**config.mk**
```make
export PLATFORM = sky130hd
export DESIGN_NAME = led_sequencer
export DESIGN_NICKNAME = d
export VERILOG_FILES = /design/src/rtl/led_sequencer.sv
export SDC_FILE = /design/constraint.sdc
export NUM_CORES = 1
export LEC_CHECK = 0
export BUFFER_PORTS_ARGS = -buffer_cell sky130_fd_sc_hd__buf_4
export CORE_ASPECT_RATIO = 1.2
export CORE_UTILIZATION = 55
export CTS_CLUSTER_SIZE = 40
export DETAILED_ROUTE_END_ITERATION = 8
export HOLD_SLACK_MARGIN = 0.05
export MAX_ROUTING_LAYER = met4
export PLACE_DENSITY = 0.71
export SLEW_MARGIN = 30
export SYNTH_ARGS = -nofsm -noshare
export SYNTH_HDL_FRONTEND = slang
export SYNTH_SLANG_ARGS = --single-unit
```
**constraint.sdc**
```tcl
create_clock -name clock -period 9.45 [get_ports clock]
set_input_delay 1.89 -clock clock [delete_from_list [all_inputs] [get_ports clock]]
set_output_delay 1.89 -clock clock [all_outputs]
set_load 0.1 [all_outputs]
```
**src/rtl/led_sequencer.sv**
```systemverilog
// led_sequencer: three-LED RGB colour cycler with per-tick fading, hold phase and registered PWM drive
module led_sequencer #(
  parameter int TICK_DIV = 100000,
  parameter int HOLD_TICKS = 250,
  parameter int FADE_STEP = 1
) (
  input  logic       clock,
  input  logic       reset_,
  input  logic       run,
  input  logic       pause,
  output logic       red_0,
  output logic       green_0,
  output logic       blue_0,
  output logic       red_1,
  output logic       green_1,
  output logic       blue_1,
  output logic       red_2,
  output logic       green_2,
  output logic       blue_2,
  output logic       busy,
  output logic       holding,
  output logic [1:0] color_index
);
  localparam int DW = $clog2(TICK_DIV);
  localparam int HW = HOLD_TICKS > 1 ? $clog2(HOLD_TICKS) : 1;
  typedef enum logic [1:0] {IDLE, FADE, HOLD} state_t;
  state_t state, state_nx;
  logic [7:0] pwm_cnt;
  logic [DW-1:0] div, div_nx;
  logic [HW-1:0] hold_cnt, hold_nx;
  logic [1:0] idx_nx;
  logic [7:0] duty [9];
  logic [7:0] duty_nx [9];
  logic [7:0] fade [9];
  logic [7:0] tgt [9];
  logic [8:0] led;
  logic tick, settled;
  always_comb begin
    tick = state != IDLE && !pause && div == DW'(TICK_DIV - 1);
    settled = 1'b1;
    for (int i = 0; i < 9; i++) begin
      tgt[i] = (color_index + 2'(i / 3) == 2'd3 || color_index + 2'(i / 3) == 2'(i % 3)) ? 8'hff : 8'h00;
      fade[i] = tgt[i] > duty[i]
        ? (tgt[i] - duty[i] > 8'(FADE_STEP) ? duty[i] + 8'(FADE_STEP) : tgt[i])
        : (duty[i] - tgt[i] > 8'(FADE_STEP) ? duty[i] - 8'(FADE_STEP) : tgt[i]);
      settled = settled && fade[i] == tgt[i];
    end
    state_nx = state;
    div_nx = div;
    hold_nx = hold_cnt;
    idx_nx = color_index;
    duty_nx = duty;
    if (state != IDLE && !run) begin
      state_nx = IDLE;
      div_nx = '0;
      hold_nx = '0;
      idx_nx = '0;
      duty_nx = '{default: '0};
    end else if (!pause) begin
      div_nx = (state == IDLE || tick) ? '0 : div + 1'b1;
      if (state == IDLE && run) begin
        state_nx = FADE;
        idx_nx = '0;
      end else if (state == FADE && tick) begin
        duty_nx = fade;
        state_nx = settled ? HOLD : FADE;
        hold_nx = settled ? '0 : hold_cnt;
      end else if (state == HOLD && tick) begin
        state_nx = hold_cnt == HW'(HOLD_TICKS - 1) ? FADE : HOLD;
        idx_nx = hold_cnt == HW'(HOLD_TICKS - 1) ? color_index + 2'd1 : color_index;
        hold_nx = hold_cnt == HW'(HOLD_TICKS - 1) ? '0 : hold_cnt + 1'b1;
      end
    end
  end
  always_ff @(posedge clock) begin
    if (!reset_) begin
      state <= IDLE;
      pwm_cnt <= '0;
      div <= '0;
      hold_cnt <= '0;
      color_index <= '0;
      duty <= '{default: '0};
      led <= '0;
    end else begin
      state <= state_nx;
      pwm_cnt <= pwm_cnt + 8'd1;
      div <= div_nx;
      hold_cnt <= hold_nx;
      color_index <= idx_nx;
      duty <= duty_nx;
      for (int i = 0; i < 9; i++) led[i] <= pwm_cnt < duty[i];
    end
  end
  assign {blue_2, green_2, red_2, blue_1, green_1, red_1, blue_0, green_0, red_0} = led;
  assign busy = state != IDLE;
  assign holding = state == HOLD;
endmodule
```
Word level (Yosys, flattened, before mapping)
Index checks and enable logic that the tools add are counted.
Widths: inputs -> output; s select.

word-level totals
  register bits = 118
  bits of input ports = 4
  output and inout port bits = 13
  word-level logic and storage cells = 209

cells by class
  add/subtract/negate cells = 41
  $lt $le $gt $ge = 36
  equality and inequality tests = 24
  multiplexer cells = 50
  bitwise operators = 3
  reductions and logical operators = 40

operators by type and width
  kind                   number
  $mux 8                 40
  $gt 8x1->1 const B     18
  $sub 8x8->8            18
  $add 8x1->8 const B    11
  $eq 8x8->1             9
  $gt 8x8->1             9
  $lt 8x8->1             9
  $sub 8x1->8 const B    9
  $mux 2                 9
  $add 17x1->17 const B  1
  $eq 17x17->1 const B   1
  $mux 17                1
  $eq 2x2->1 const B     7
  $logic_and 1x1->1      14
  $logic_or 1x1->1       10
  $eq 2x1->1 const B     4
  $eq 8x8->1 const B     1
  $logic_not 2->1        4
  $reduce_and 4->1       2
  $reduce_bool 2->1      4
  $ne 2x2->1 const B     2
  $not 1->1              3
  $reduce_and 3->1       1
  $reduce_bool 3->1      1
  other kinds (5)        6

Logic depth before layout (Yosys ltp)
  word-level depth = 19
  gate-level depth with buffers = 22
  depth with buffers taken out = 20

Least setup slack after synthesis
OpenSTA, ideal clock, no wires.

  path type = register to register
  from = register color_index[0]
  to = register hold_cnt[2]
  setup time = 0.070 ns
  arrival time = 8.216 ns
  required time = 9.380 ns
  slack = 1.163 ns
  stages on the path, launching flop included = 20
  buffers on the path = 2
  period minus slack after synthesis = 8.287 ns
  cells stage by stage = dfxtp_1 inv_1 ha_1 buf_4 clkinv_1 ha_1 clkbuf_1 a21o_1 a31o_2 or3_1 a2111oi_2 a31oi_1 a221o_1 a221o_1 nor4_1 a2bb2oi_1 a31oi_1 a31oi_1 or4b_1 a21oi_1

between the ends
  word-level cells in the longest chain between the ends = 18
  elaborated cells on any way between the ends = 123
  classes of those cells = add/sub: 20; order compare: 27; eq/ne: 19; mux: 36; reduce/logical: 21

ends and longest elaborated chain
  element                                                               line  RTL
  start, declared                                                       22    output logic [1:0] color_index
  start signal, assigned                                                89    color_index <= idx_nx;
  parallel branches: the longest is 15 deep, another holds $sub 8x8->8  n/a
  $logic_and 1x1->1 *                                                   46    settled = settled && fade[i] == tgt[i];
  $ne 2x2->1 (no line) *                                                n/a
  $reduce_and 4->1 (no line) *                                          n/a
  end signal, assigned                                                  88    hold_cnt <= hold_nx;
  end, declared                                                         30    logic [HW-1:0] hold_cnt, hold_nx;

Every way passes the cells marked *.
A chain may end at the register's enable or synchronous reset.

Worst setup path after layout
  from = register color_index[1]
  to = register hold_cnt[2]

The elaborated chain is that of the path after synthesis.

==> impl_metrics.json <==
{
  "num_rows": 69,
  "hold_buffers": 0,
  "die_w_um": 159.9,
  "numClockSinks": 118,
  "status": "completed",
  "layout-drive-gt1-share_pct": 6.486,
  "async_reset_ff_share_pct": 0,
  "maxSlewViolCount": 0,
  "p_clk_share_pct": 54.1,
  "setup_ws_ns": 2.668,
  "cts_buffers": 17,
  "gr-total-overflow": 0,
  "skew_ns": 0.01292,
  "dr.pass1.iters": 5,
  "hpwlAfterDp_mm": 34.18,
  "synth.avg_cell_area_um2": 7.394,
  "post_cts_resize_count": 0,
  "htreeDepth": 4,
  "vias": 16720,
  "nFillCells": 2798,
  "track_usage_pct": 30.93,
  "critPathMaxFanout": 16,
  "start_kind": "flip-flop",
  "rsz0062_at_grt": "no",
  "p_leak_nw": 6.740,
  "cp.required_ns": 9.79,
  "min_period_ns": 6.782,
  "hold_violations": 0,
  "worst_ep_arrival_time_ns": 7.13,
  "fp.dieArea_um2": 30630,
  "relSlewSlack_pct": 35.73,
  "grt_pass1_vias": 15410,
  "synth_top_area_cell": "ha_1",
  "cts_max_path_buffers": 2,
  "fmax_mhz": 147.4,
  "intPower_w": 0.0009815,
  "viasPerCell": 6.519,
  "pwr-share-comb_pct": 6.9,
  "cpMostUsedCell": "ha_1",
  "hold_class": "reg2reg",
  "netlist_top_cells_area": "ha_1 (15%), dfxtp_1 (14%), a21oi_1 (5.7%)",
  "core-area_um2": 29530,
  "ir_drop_mv": 0.1088,
  "wl_per_cell_um": 18.15,
  "cts_setup_buffers": 0,
  "die_y_um": 191.5,
  "num-nets-final": 2383,
  "routabilityCongestion": 0.9593,
  "drt_wl_total_mm": 46.54,
  "synth_edf_count": 0,
  "fin_crit_sh_pct": 71.77,
  "ys_ff_latch": 118,
  "path_class": "reg2reg",
  "yosysUniqueCellTypes": 93,
  "maxCapViolations": 0,
  "ioPinCount": 17,
  "yosys_warnings": 0,
  "power.density_nw_per_um2": 75.76,
  "synth_fp_nets": 2448,
  "synthesis.area_um2": 16460,
  "clk_latency_ns": 0.43,
  "synth_top_cell_area_share_pct": 15.43,
  "seqPwrFrac_pct": 39.0,
  "power.switching_w": 0.0003316,
  "p_total_w": 0.001313,
  "postRouteAntennaNets": 0,
  "cts_tree": "built",
  "syn_inst": 2226,
  "route.detailed.drc": 0,
  "drtIter0Drc": 1203,
  "cpPeakStageDelay_ns": 0.63,
  "grt_antenna_before_repair": 0,
  "post-route-util_pct": 58.70,
  "start_util_pct": 55.75,
  "swShare_pct": 25.25,
  "grt_max_degree": 62,
  "portBuffers": 16,
  "grt_first_pass_wirelength_mm": 76.57,
  "post-place-ws_ns": 2.836,
  "crit_path_cell_trace": "inv_1 -> ha_1 -> xnor2_2 -> inv_2 -> ha_1 -> and3b_1 -> a22oi_1 -> and3_1 -> nor4_2 -> nor2b_1 -> a221oi_1 -> nor4b_1 -> nand4_1 -> or4_1 -> a211oi_2 -> a31oi_1 -> or4b_1 -> a21oi_1",
  "area_growth_syn_to_layout_pct": 5.298,
  "setup_violations": 0,
  "max_slew.worst_pin.slew_ns": 0.9515,
  "clkTransAtPathRegs_ns": 0.06,
  "diodes": 0,
  "setup.worst_path.end_class": "flip-flop",
  "cp_slowest_cell": "xnor2_2",
  "ys.flop_type": "dfxtp_1",
  "cts-root-buf": "clkbuf_16",
  "ys_seq_area_share_pct": 14.35,
  "setup_tns_ns": 0
}
cells by family (layout without fill, tap and decap cells):
| family | Yosys count | after routing | synth area share, % |
|---|---|---|---|
| multiplexers | 26 | 26 | 1.733 |
| XOR/XNOR | 96 | 96 | 5.154 |
| AO/OA/AOI/OAI | 660 | 660 | 27.86 |
| adder cells (fa/ha/maj) | 218 | 218 | 17.26 |
| AND/OR/NAND/NOR | 874 | 874 | 27.98 |
| buffers and inverters | 234 | 182 | 5.663 |
| flip-flops | 118 | 118 | 14.35 |
metrics by stage:
step / instances / hold slack [ns] / instance area (um2)
floorplan: 2226 / 0.4318 / 16460
global placement: 2532 / 0.4615 / 16690
detailed placement: 2532 / 0.4580 / 16690
CTS: 2564 / 0.4714 / 17330
global route: 2564 / 0.4870 / 17330
finish: 2564 / 0.4826 / 17330
cells in the mapped netlist, drive strengths merged, types with 13 or more instances:
cell type and instances:
a2111oi 15, a211o 13, a211oi 43, a21o 34
a21oi 196, a221oi 23, a22oi 22, a31oi 16
and2 22, and3 46, and3b 15, buf 27
clkbuf 84, dfxtp 118, fa 15, ha 203
inv 121, mux2i 15, nand2 133, nand2b 39
nand3 87, nand3b 25, nand4 37, nor2 216
nor2b 30, nor3 87, nor3b 21, nor4 31
o211ai 23, o21ai 104, o221ai 15, o22ai 19
o31ai 15, or2 24, or3 16, or4 14
xnor2 68, xor2 28
sequential cells by signal, indices dropped and copies added (netlist names):
signal,count
led,9
div,17
pwm_cnt,8
hold_cnt,8
state,2
duty,72
color_index,2
critical path, delay by kind of cell, from the launching register on:
kind	cells	cell delay, ns
AO/OA/AOI/OAI	5	1.16
XOR/XNOR	1	0.63
adder cells (fa/ha/maj)	2	0.89
buffers and inverters	2	0.41
flip-flops	1	0.40
AND/OR/NAND/NOR	8	3.19
layer usage:
| metal | wire [um] | track usage, % |
|---|---|---|
| met5 | 0 | - |
| met4 | 1062 | 9.853 |
| met3 | 2681 | 2.842 |
| met2 | 22410 | 51.94 |
| met1 | 20390 | 39.07 |
placed cells by master (no fill, tap or decap), drive strengths merged, types with 23 or more instances in the layout:
cell,Yosys,final
a211oi,43,43
a21o,34,34
a21oi,196,196
a221oi,23,23
and3,46,46
buf,27,27
dfxtp,118,118
ha,203,203
inv,121,124
nand2,133,133
nand2b,39,39
nand3,87,87
nand3b,25,25
nand4,37,37
nor2,216,216
nor2b,30,30
nor3,87,87
nor4,31,31
o211ai,23,23
o21ai,104,104
or2,24,24
xnor2,68,68
xor2,28,28
power by group through the flow:
stage	logic [W]	clock network, W	registers (W)
finish	0.0000908	0.000710	0.000512
global placement	0.0000890	0	0.000522
floorplan	0.0000450	0	0.000544
global route	0.000100	0.000741	0.000512
CTS	0.0000913	0.000720	0.000511
detailed placement	0.0000909	0	0.000522
final timing paths:
kind / from / to / slack (ns) / depth (start not counted)
max: color_index[1] / hold_cnt[2] / 2.67 / 18
min: hold_cnt[7] / hold_cnt[7] / 0.48 / 1
max reg2reg: color_index[1] / hold_cnt[2] / 2.67 / 18
min reg2reg: hold_cnt[7] / hold_cnt[7] / 0.48 / 1
final cells by class:
class	instances	area (um2)	area share [%]
multi-input combinational	1874	13180	76.05
sequential	118	2362	13.63
tap	390	488.0	2.815
inverter	123	461.7	2.664
clock buffer	18	439.2	2.534
timing repair buffer	27	202.7	1.170
clock inverter	14	197.7	1.141
(Power assumes the default switching activity.)
